`src/rtl/jpu_pkg.sv`:
```
// Shared JPU datapath constants, sequencer state encoding and request bundle.
// Imported by the register-file access controller and the register file.
package jpu_pkg;

    localparam int DATA_W = 16;
    localparam int ADDR_W = 3;

    typedef enum logic [2:0] {
        IDLE = 3'd0,
        READ = 3'd1,
        CAPT = 3'd2,
        OPND = 3'd3,
        WAIT = 3'd4,
        WB   = 3'd5
    } state_t;

    typedef struct packed {
        logic [ADDR_W-1:0] rd;
        logic [ADDR_W-1:0] rs1;
        logic [ADDR_W-1:0] rs2;
        logic              no_read;
        logic              no_wb;
        logic [DATA_W-1:0] imm;
    } req_t;

endpackage

```
`src/rtl/regfile_access_ctrl.sv`:
```
// Register-file sequencer: operand fetch, ALU handshake, write-back.
// One operation in flight at a time.
module regfile_access_ctrl
    import jpu_pkg::*;
#(
    parameter int DATA_W = jpu_pkg::DATA_W,
    parameter int ADDR_W = jpu_pkg::ADDR_W
) (
    input  logic              clock,
    input  logic              reset,
    input  logic              req_valid,
    output logic              req_ready,
    input  logic [ADDR_W-1:0] req_rd,
    input  logic [ADDR_W-1:0] req_rs1,
    input  logic [ADDR_W-1:0] req_rs2,
    input  logic              req_no_read,
    input  logic              req_no_wb,
    input  logic [DATA_W-1:0] req_imm,
    output logic              rf_enable,
    output logic              rf_enable_read,
    output logic              rf_enable_write,
    output logic [ADDR_W-1:0] rf_addrA,
    output logic [ADDR_W-1:0] rf_addrB,
    output logic [DATA_W-1:0] rf_data_in,
    input  logic [DATA_W-1:0] rf_dataA,
    input  logic [DATA_W-1:0] rf_dataB,
    output logic              op_valid,
    input  logic              op_ready,
    output logic [DATA_W-1:0] op_a,
    output logic [DATA_W-1:0] op_b,
    input  logic              res_valid,
    input  logic [DATA_W-1:0] res_data,
    output logic              busy
);

    state_t            state;
    state_t            state_nx;
    req_t              req_q;
    logic [DATA_W-1:0] res_q;
    logic              accept;

    assign accept = (state == IDLE) && req_valid;

    always_ff @(posedge clock or posedge reset) begin
        if (reset) begin
            state <= IDLE;
        end else begin
            state <= state_nx;
        end
    end

    always_comb begin
        state_nx = state;
        unique case (state)
            IDLE: begin
                if (req_valid) begin
                    state_nx = req_no_read ? OPND : READ;
                end
            end
            READ: state_nx = CAPT;
            CAPT: state_nx = OPND;
            OPND: begin
                if (op_ready) begin
                    state_nx = WAIT;
                end
            end
            WAIT: begin
                if (res_valid) begin
                    state_nx = req_q.no_wb ? IDLE : WB;
                end
            end
            WB:      state_nx = IDLE;
            default: state_nx = IDLE;
        endcase
    end

    // Operands are loaded either from the immediate on accept or
    // from the file's registered read port during CAPT.
    always_ff @(posedge clock or posedge reset) begin
        if (reset) begin
            req_q <= '0;
            op_a  <= '0;
            op_b  <= '0;
            res_q <= '0;
        end else begin
            if (accept) begin
                req_q.rd      <= req_rd;
                req_q.rs1     <= req_rs1;
                req_q.rs2     <= req_rs2;
                req_q.no_read <= req_no_read;
                req_q.no_wb   <= req_no_wb;
                req_q.imm     <= req_imm;
                if (req_no_read) begin
                    op_a <= req_imm;
                    op_b <= req_imm;
                end
            end
            if (state == CAPT) begin
                op_a <= rf_dataA;
                op_b <= rf_dataB;
            end
            if ((state == WAIT) && res_valid) begin
                res_q <= res_data;
            end
        end
    end

    always_comb begin
        req_ready       = 1'b0;
        busy            = 1'b1;
        op_valid        = 1'b0;
        rf_enable       = 1'b0;
        rf_enable_read  = 1'b0;
        rf_enable_write = 1'b0;
        rf_addrA        = '0;
        rf_addrB        = '0;
        rf_data_in      = '0;
        unique case (state)
            IDLE: begin
                req_ready = 1'b1;
                busy      = 1'b0;
            end
            READ: begin
                rf_enable      = 1'b1;
                rf_enable_read = 1'b1;
                rf_addrA       = req_q.rs1;
                rf_addrB       = req_q.rs2;
            end
            OPND: op_valid = 1'b1;
            WB: begin
                rf_enable       = 1'b1;
                rf_enable_write = 1'b1;
                rf_addrA        = req_q.rd;
                rf_data_in      = res_q;
            end
            default: ;
        endcase
    end

endmodule
```
`config.mk`:
```
export PLATFORM = sky130hd
export DESIGN_NAME = regfile_access_ctrl
export DESIGN_NICKNAME = d
export VERILOG_FILES = /design/src/rtl/jpu_pkg.sv /design/src/rtl/regfile_access_ctrl.sv
export SDC_FILE = /design/constraint.sdc
export NUM_CORES = 1
export LEC_CHECK = 0
export BUFFER_PORTS_ARGS = -buffer_cell sky130_fd_sc_hd__buf_2
export CORE_ASPECT_RATIO = 1.5
export CORE_UTILIZATION = 38
export DETAILED_ROUTE_END_ITERATION = 10
export PLACE_DENSITY = 0.66
export SETUP_SLACK_MARGIN = 0.5
export SYNTH_ARGS = -nofsm -noshare
export SYNTH_HDL_FRONTEND = slang
export SYNTH_SLANG_ARGS = --single-unit
```
`constraint.sdc`:
```
create_clock -name clock -period 2.2 [get_ports clock]
set_clock_uncertainty 0.2 [all_clocks]
set_input_delay 0.22 -clock clock [delete_from_list [all_inputs] [get_ports clock]]
set_output_delay 0.22 -clock clock [all_outputs]
set_load 0.1 [all_outputs]
```
==> flow_metrics.py, run 1 <==
metrics = {
    "clock_network": {
        "insertion_delay_ns": 0.32,
        "cts_tree": "built",
        "ctsLongestPathBuffers": 2,
        "cts.htree.levels": 3,
        "cts_made_buffers": 9,
        "clock-sinks": 61,
        "clk_pin_slew_ns": 0.05,
        "clock-root-buffer": "clkbuf_16",
    },
    "place": {
        "portBuffers": 139,
        "post-dp-hpwl_um": 5130,
        "placedCellCount": 496,
        "gp_congestion": 0.774,
        "preCtsSetupSlack_ns": 0.226,
    },
    "global_route": {
        "grt_usage_pct": 21.1,
        "grt_max_degree": 36,
        "grt_pass1_vias": 2750,
        "antenna_found_initial": 0,
        "grt_overflow_total": 0,
        "grt_pass1_wl_um": 13000,
    },
    "logic_synthesis": {
        "synth_fa_ha_area_share_pct": 0,
        "netlist_instances": 262,
        "ys_async_sr_fraction_pct": 100,
        "yosys.area_share.simple_pct": 18.5,
        "yosysWarnings": 0,
        "synth_top_family_by_area": "multiplexers",
        "synth_nets": 342,
        "yosysSeqAreaShare_pct": 49.8,
        "yosys.area_share.xor_xnor_pct": 0,
        "synth.avg_cell_area_um2": 11.7,
        "synth-edff-count": 0,
        "synth_mux_area_share_pct": 26.0,
        "yosysUniqueCellTypes": 24,
        "syn_area_um2": 3070,
        "synth_flop_cell": "dfrtp_1",
        "synth-compound-area-share_pct": 1.27,
        "ys_ff_latch": 61,
    },
    "floorplanning": {
        "start_util_pct": 39.8,
        "die-area_um2": 8440,
        "dieWidth_um": 75.3,
        "fp.dieH_um": 112,
        "boundaryPins": 140,
        "core_um2": 7710,
        "rows": 39,
    },
    "cells_and_area": {
        "drive_gt1_share_pct": 62.9,
        "final_cell_mix": "buf_2, nand2_1, dfrtp_1",
        "final_common_cell": "buf_2",
        "antennaDiodeCount": 0,
        "syn2layout_area_growth_pct": 68.8,
        "fin_nets": 525,
        "final_core_util_pct": 67.1,
        "stdcell_count": 552,
    },
    "setup_path": {
        "r2r_cells": 5,
        "cp-endpoint": "rf_addrB[0]",
        "cp-end-kind": "output pin",
        "rrSetupSlack_ns": 0.28,
        "startpoint_type": "register",
        "r2r_start": "state[1]",
        "crit_path_max_fanout": 4,
        "arrival_ns": 1.53,
        "rr_endpoint": "op_a[8]",
        "critPathKind": "register to output pin",
        "required_ns": 1.78,
        "crit_start": "state[1]",
    },
    "detailed_routing": {
        "routed-via-count": 2557,
        "wire_per_inst_um": 14.5,
        "firstDrtPassIters": 4,
        "route.detailed.drc": 0,
        "wirelength_um": 8030,
        "drt_iter0_markers": 118,
        "ant_nets": 0,
        "vias_per_cell": 4.63,
    },
    "timing": {
        "max_slew_margin_pct": 57.6,
        "fin_crit_sh_pct": 88.6,
        "max_freq_mhz": 513,
        "min_period_ns": 1.95,
        "fin_ws_ns": 0.250,
        "worst_pin_slew_ns": 0.634,
        "setup_viol": 0,
        "hold_viol": 0,
        "hold_ws_ns": 0.0194,
        "rsz0062_at_grt": "true",
        "final_max_slew_viol_count": 0,
    },
    "outcome": {
        "status": "finished clean",
    },
    "flow_run": {
        "drv_cap": 0,
    },
    "min_path": {
        "hold_class": "input port to register",
    },
}
metal layers:
metal / vias up / wire length (µm) / global-route usage (%)
met2: 88 / 4350 / 34.3
met4: 0 / 281 / 12.0
li1: 1225 / - / -
met5: - / 0 / 0
met3: 22 / 328 / 6.15
met1: 1222 / 3060 / 24.1
worst max-delay path, stage by stage (launching register included):
cell and delay (ns):
dfrtp_2 0.43, nand2b_4 0.17, buf_6 0.12, nor2_4 0.13, and2_4 0.18, buf_12 0.17
metrics by stage:
stage          cell area [µm²]  setup TNS [ns]
2_1_floorplan             3230           -2.42
3_3_place_gp              4300               0
3_5_place_dp              4300               0
4_1_cts                   5140               0
5_1_grt                   5170               0
6_report                  5170               0
synthesized netlist by cell type, types with 2 or more instances:
cell type / number / area share [%]
nand2_1: 65 / 8.0
dfrtp_1: 61 / 50
mux2_4: 30 / 15
mux2_2: 28 / 10
and2_1: 20 / 4.1
or2b_2: 14 / 4.0
nor2_1: 7 / 0.86
inv_1: 6 / 0.73
buf_6: 5 / 1.8
clkbuf_1: 5 / 0.61
mux2i_1: 3 / 0.98
nand2b_1: 3 / 0.61
and3_1: 2 / 0.41
buf_2: 2 / 0.33
buf_4: 2 / 0.49
layout make-up:
class | instances | area (µm²)
clock buffers | 15 | 268
clock inverters | 1 | 5.00
fillers | 585 | 2540
inverters | 6 | 30.0
multi-input cells | 180 | 1580
flip-flops and latches | 61 | 1530
well taps | 102 | 128
repair buffers | 187 | 1630
state kept, by name, summed over array words and instances (netlist names):
register / cells
op_a: 16
op_b: 16
req_q: 10
res_q: 16
state: 3
timing repair:
action	4_1_cts	5_1_grt
resized for setup	52	6
gates cloned	2	0
hold buffers	28	0
endpoints found under the hold margin	55	0
setup buffers	9	1
endpoints found under the setup margin	86	86
pin swaps	5	6
kinds of logic after synthesis:
logic type      after synthesis
compound gates                5
flops                        61
simple gates                114
buf+inv                      21
mux                          61
worst min-delay path by stage:
stage / end / from / cells past startpoint
floorplan: op_a[0] / reset / 1
global placement: res_q[10] / reset / 2
detailed placement: res_q[10] / reset / 2
CTS: op_b[15] / rf_dataB[15] / 4
global route: op_b[15] / rf_dataB[15] / 4
finish: op_b[15] / rf_dataB[15] / 4
Power of run 1 is not shown: default switching activity piles up to over one toggle a cycle in this logic, so the estimate is an artifact.
==> run 2: changes to the inputs <==
--- a/config.mk
+++ b/config.mk
@@ -6,10 +6,12 @@
 export NUM_CORES = 1
 export LEC_CHECK = 0
 export BUFFER_PORTS_ARGS = -buffer_cell sky130_fd_sc_hd__buf_2
+export CELL_PAD_IN_SITES_DETAIL_PLACEMENT = 2
+export CELL_PAD_IN_SITES_GLOBAL_PLACEMENT = 2
 export CORE_ASPECT_RATIO = 1.5
-export CORE_UTILIZATION = 38
+export CORE_UTILIZATION = 28
 export DETAILED_ROUTE_END_ITERATION = 10
-export PLACE_DENSITY = 0.66
+export PLACE_DENSITY = 0.78
 export SETUP_SLACK_MARGIN = 0.5
 export SYNTH_ARGS = -nofsm -noshare
 export SYNTH_HDL_FRONTEND = slang
==> run 2 against run 1 <==
Clock-buffer cell count shrank 5. Sequential share of layout area is 1.2 points lower. Core utilization shrank 16 points. Global-route usage grew 1.6 points. Worst hold slack improved by 0.0091 ns. Design area is 4.4% higher. Non-clock buffer count is 4 higher. Register-to-register slack lost 0.12 ns. Fmax down 4.3%. Final cell count rose by 8.3%. Wire length grew 73%.
==> flow_metrics.py, run 2 (synthesis results as in run 1) <==
metrics = {
    "outcome": {
        "status": "finished clean",
    },
    "clock_network": {
        "clk_pin_slew_ns": 0.06,
        "clock-sinks": 61,
        "ctsLongestPathBuffers": 2,
        "cts.htree.levels": 3,
        "cts_made_buffers": 9,
        "clock-root-buffer": "clkbuf_16",
        "insertion_delay_ns": 0.33,
        "cts_tree": "built",
    },
    "detailed_routing": {
        "routed-via-count": 2758,
        "vias_per_cell": 4.61,
        "wire_per_inst_um": 23.2,
        "wirelength_um": 13900,
        "ant_nets": 0,
        "route.detailed.drc": 0,
        "drt_iter0_markers": 140,
        "firstDrtPassIters": 4,
    },
    "cells_and_area": {
        "reg_top3": "op_a: 16 flops, op_b: 16 flops, res_q: 16 flops",
        "final_cell_mix": "buf_2, nand2_1, dfrtp_1",
        "fin_nets": 529,
        "final_common_cell": "buf_2",
        "final_core_util_pct": 51.0,
        "multi_input_area_um2": 1600,
        "seqCellArea_um2": 1530,
        "antennaDiodeCount": 0,
        "syn2layout_area_growth_pct": 76.2,
        "drive_gt1_share_pct": 64.3,
        "n_fill_cell": 1062,
    },
    "setup_path": {
        "worstPathCellList": "buf_12 > nor3_4 > and2_4 > buf_12 > mux2_4",
        "cp-end-kind": "register",
        "cp_slowest_stage_delay_ns": 0.47,
        "crit_buf_inv": 2,
        "required_ns": 2.21,
        "arrival_ns": 2.04,
        "startpoint_type": "register",
        "critPathKind": "register to register",
        "r2r_start": "state[0]",
        "crit_path_max_fanout": 5,
        "cpMostUsedCell": "buf_12",
        "crit_path_top_delay_cell": "dfrtp_2",
        "crit_start": "state[0]",
        "crit_family": "simple AND/OR/NAND/NOR gates",
    },
    "min_path": {
        "hp-start": "rf_dataA[5]",
        "hold_class": "input port to register",
    },
    "floorplanning": {
        "dieWidth_um": 87.4,
        "fp.dieH_um": 130,
        "die-area_um2": 11400,
        "start_util_pct": 28.9,
        "boundaryPins": 140,
        "core_um2": 10600,
        "rows": 46,
    },
    "timing": {
        "worst_pin_slew_ns": 0.524,
        "final_max_slew_viol_count": 0,
        "max_slew_margin_pct": 65.3,
        "min_period_ns": 2.04,
        "rsz0062_at_grt": "true",
        "setup_viol": 0,
        "hold_viol": 0,
        "max_freq_mhz": 491,
        "fin_crit_sh_pct": 92.6,
    },
    "global_route": {
        "grt_usage_pct": 22.7,
        "grt_overflow_total": 0,
        "grt_pass1_vias": 3170,
        "grt_pass1_wl_um": 18700,
        "grt_max_degree": 62,
        "antenna_found_initial": 0,
    },
    "place": {
        "portBuffers": 139,
        "post-dp-hpwl_um": 6960,
        "gp_congestion": 0.710,
    },
    "flow_run": {
        "drv_cap": 0,
    },
}
==> run 2: changes by cell type in the layout (fill, tap and decap cells not counted), sizes merged <==
cell      delta
bufbuf       +1
clkinvlp     +1
clkinv       +2
bufinv       +2
buf          +2
clkbuf       -4
==> run 2: timing repair <==
| item | CTS | global route |
|---|---|---|
| cloned | 1 | 1 |
| setup buffers | 10 | 4 |
| resized for setup | 32 | 10 |
| hold buffers | 28 | 0 |
| pin swaps | 10 | 6 |
| hold endpoints to repair | 88 | 0 |
| endpoints found under the setup margin | 86 | 86 |
==> run 2: path summary, 6_finish.rpt <==
kind | end | slack (ns) | depth (start not counted)
hold reg to reg | op_b[2] | 0.30 | 1
setup reg to reg | req_q[18] | 0.16 | 5
setup / recovery | req_q[18] | 0.16 | 5
max in group asynchronous | state[2] | 1.15 | 4
min in group asynchronous | res_q[4] | 0.34 | 4
hold / removal | op_a[5] | 0.03 | 4
==> run 2: layer usage <==
layer  part of all wire [%]  global-route usage [%]
met3                    5.9                    4.36
met2                     53                    43.0
met1                     38                    24.8
met4                    3.2                    7.81
met5                      0                       0
==> run 2: layout make-up <==
cell class | instances | area share [%]
timing repair buffer | 191 | 32.2
multi-input combinational | 180 | 29.6
sequential | 61 | 28.3
clock buffer | 10 | 4.42
tap | 144 | 3.34
clock inverter | 6 | 1.60
inverter | 6 | 0.602
==> run 2: through the flow <==
step | setup WS (ns) | cells | hold WS, ns | cell area, µm² | setup TNS [ns]
after global routing | 0.132 | 598 | 0.0507 | 5400 | 0
after global placement | 0.362 | 538 | 0.126 | 4450 | 0
after floorplan | -0.234 | 262 | 0.132 | 3230 | -2.42
final | 0.163 | 598 | 0.0285 | 5400 | 0
after CTS | 0.256 | 593 | 0.0113 | 5300 | 0
after detailed placement | 0.303 | 538 | 0.139 | 4450 | 0
==> run 2: tightest hold or removal path, cell delays in order <==
cell and delay (ns):
buf_2 0.07, nand2_1 0.04, nand2_1 0.05, mux2_4 0.13
Power of run 2 is left out for the same reason.
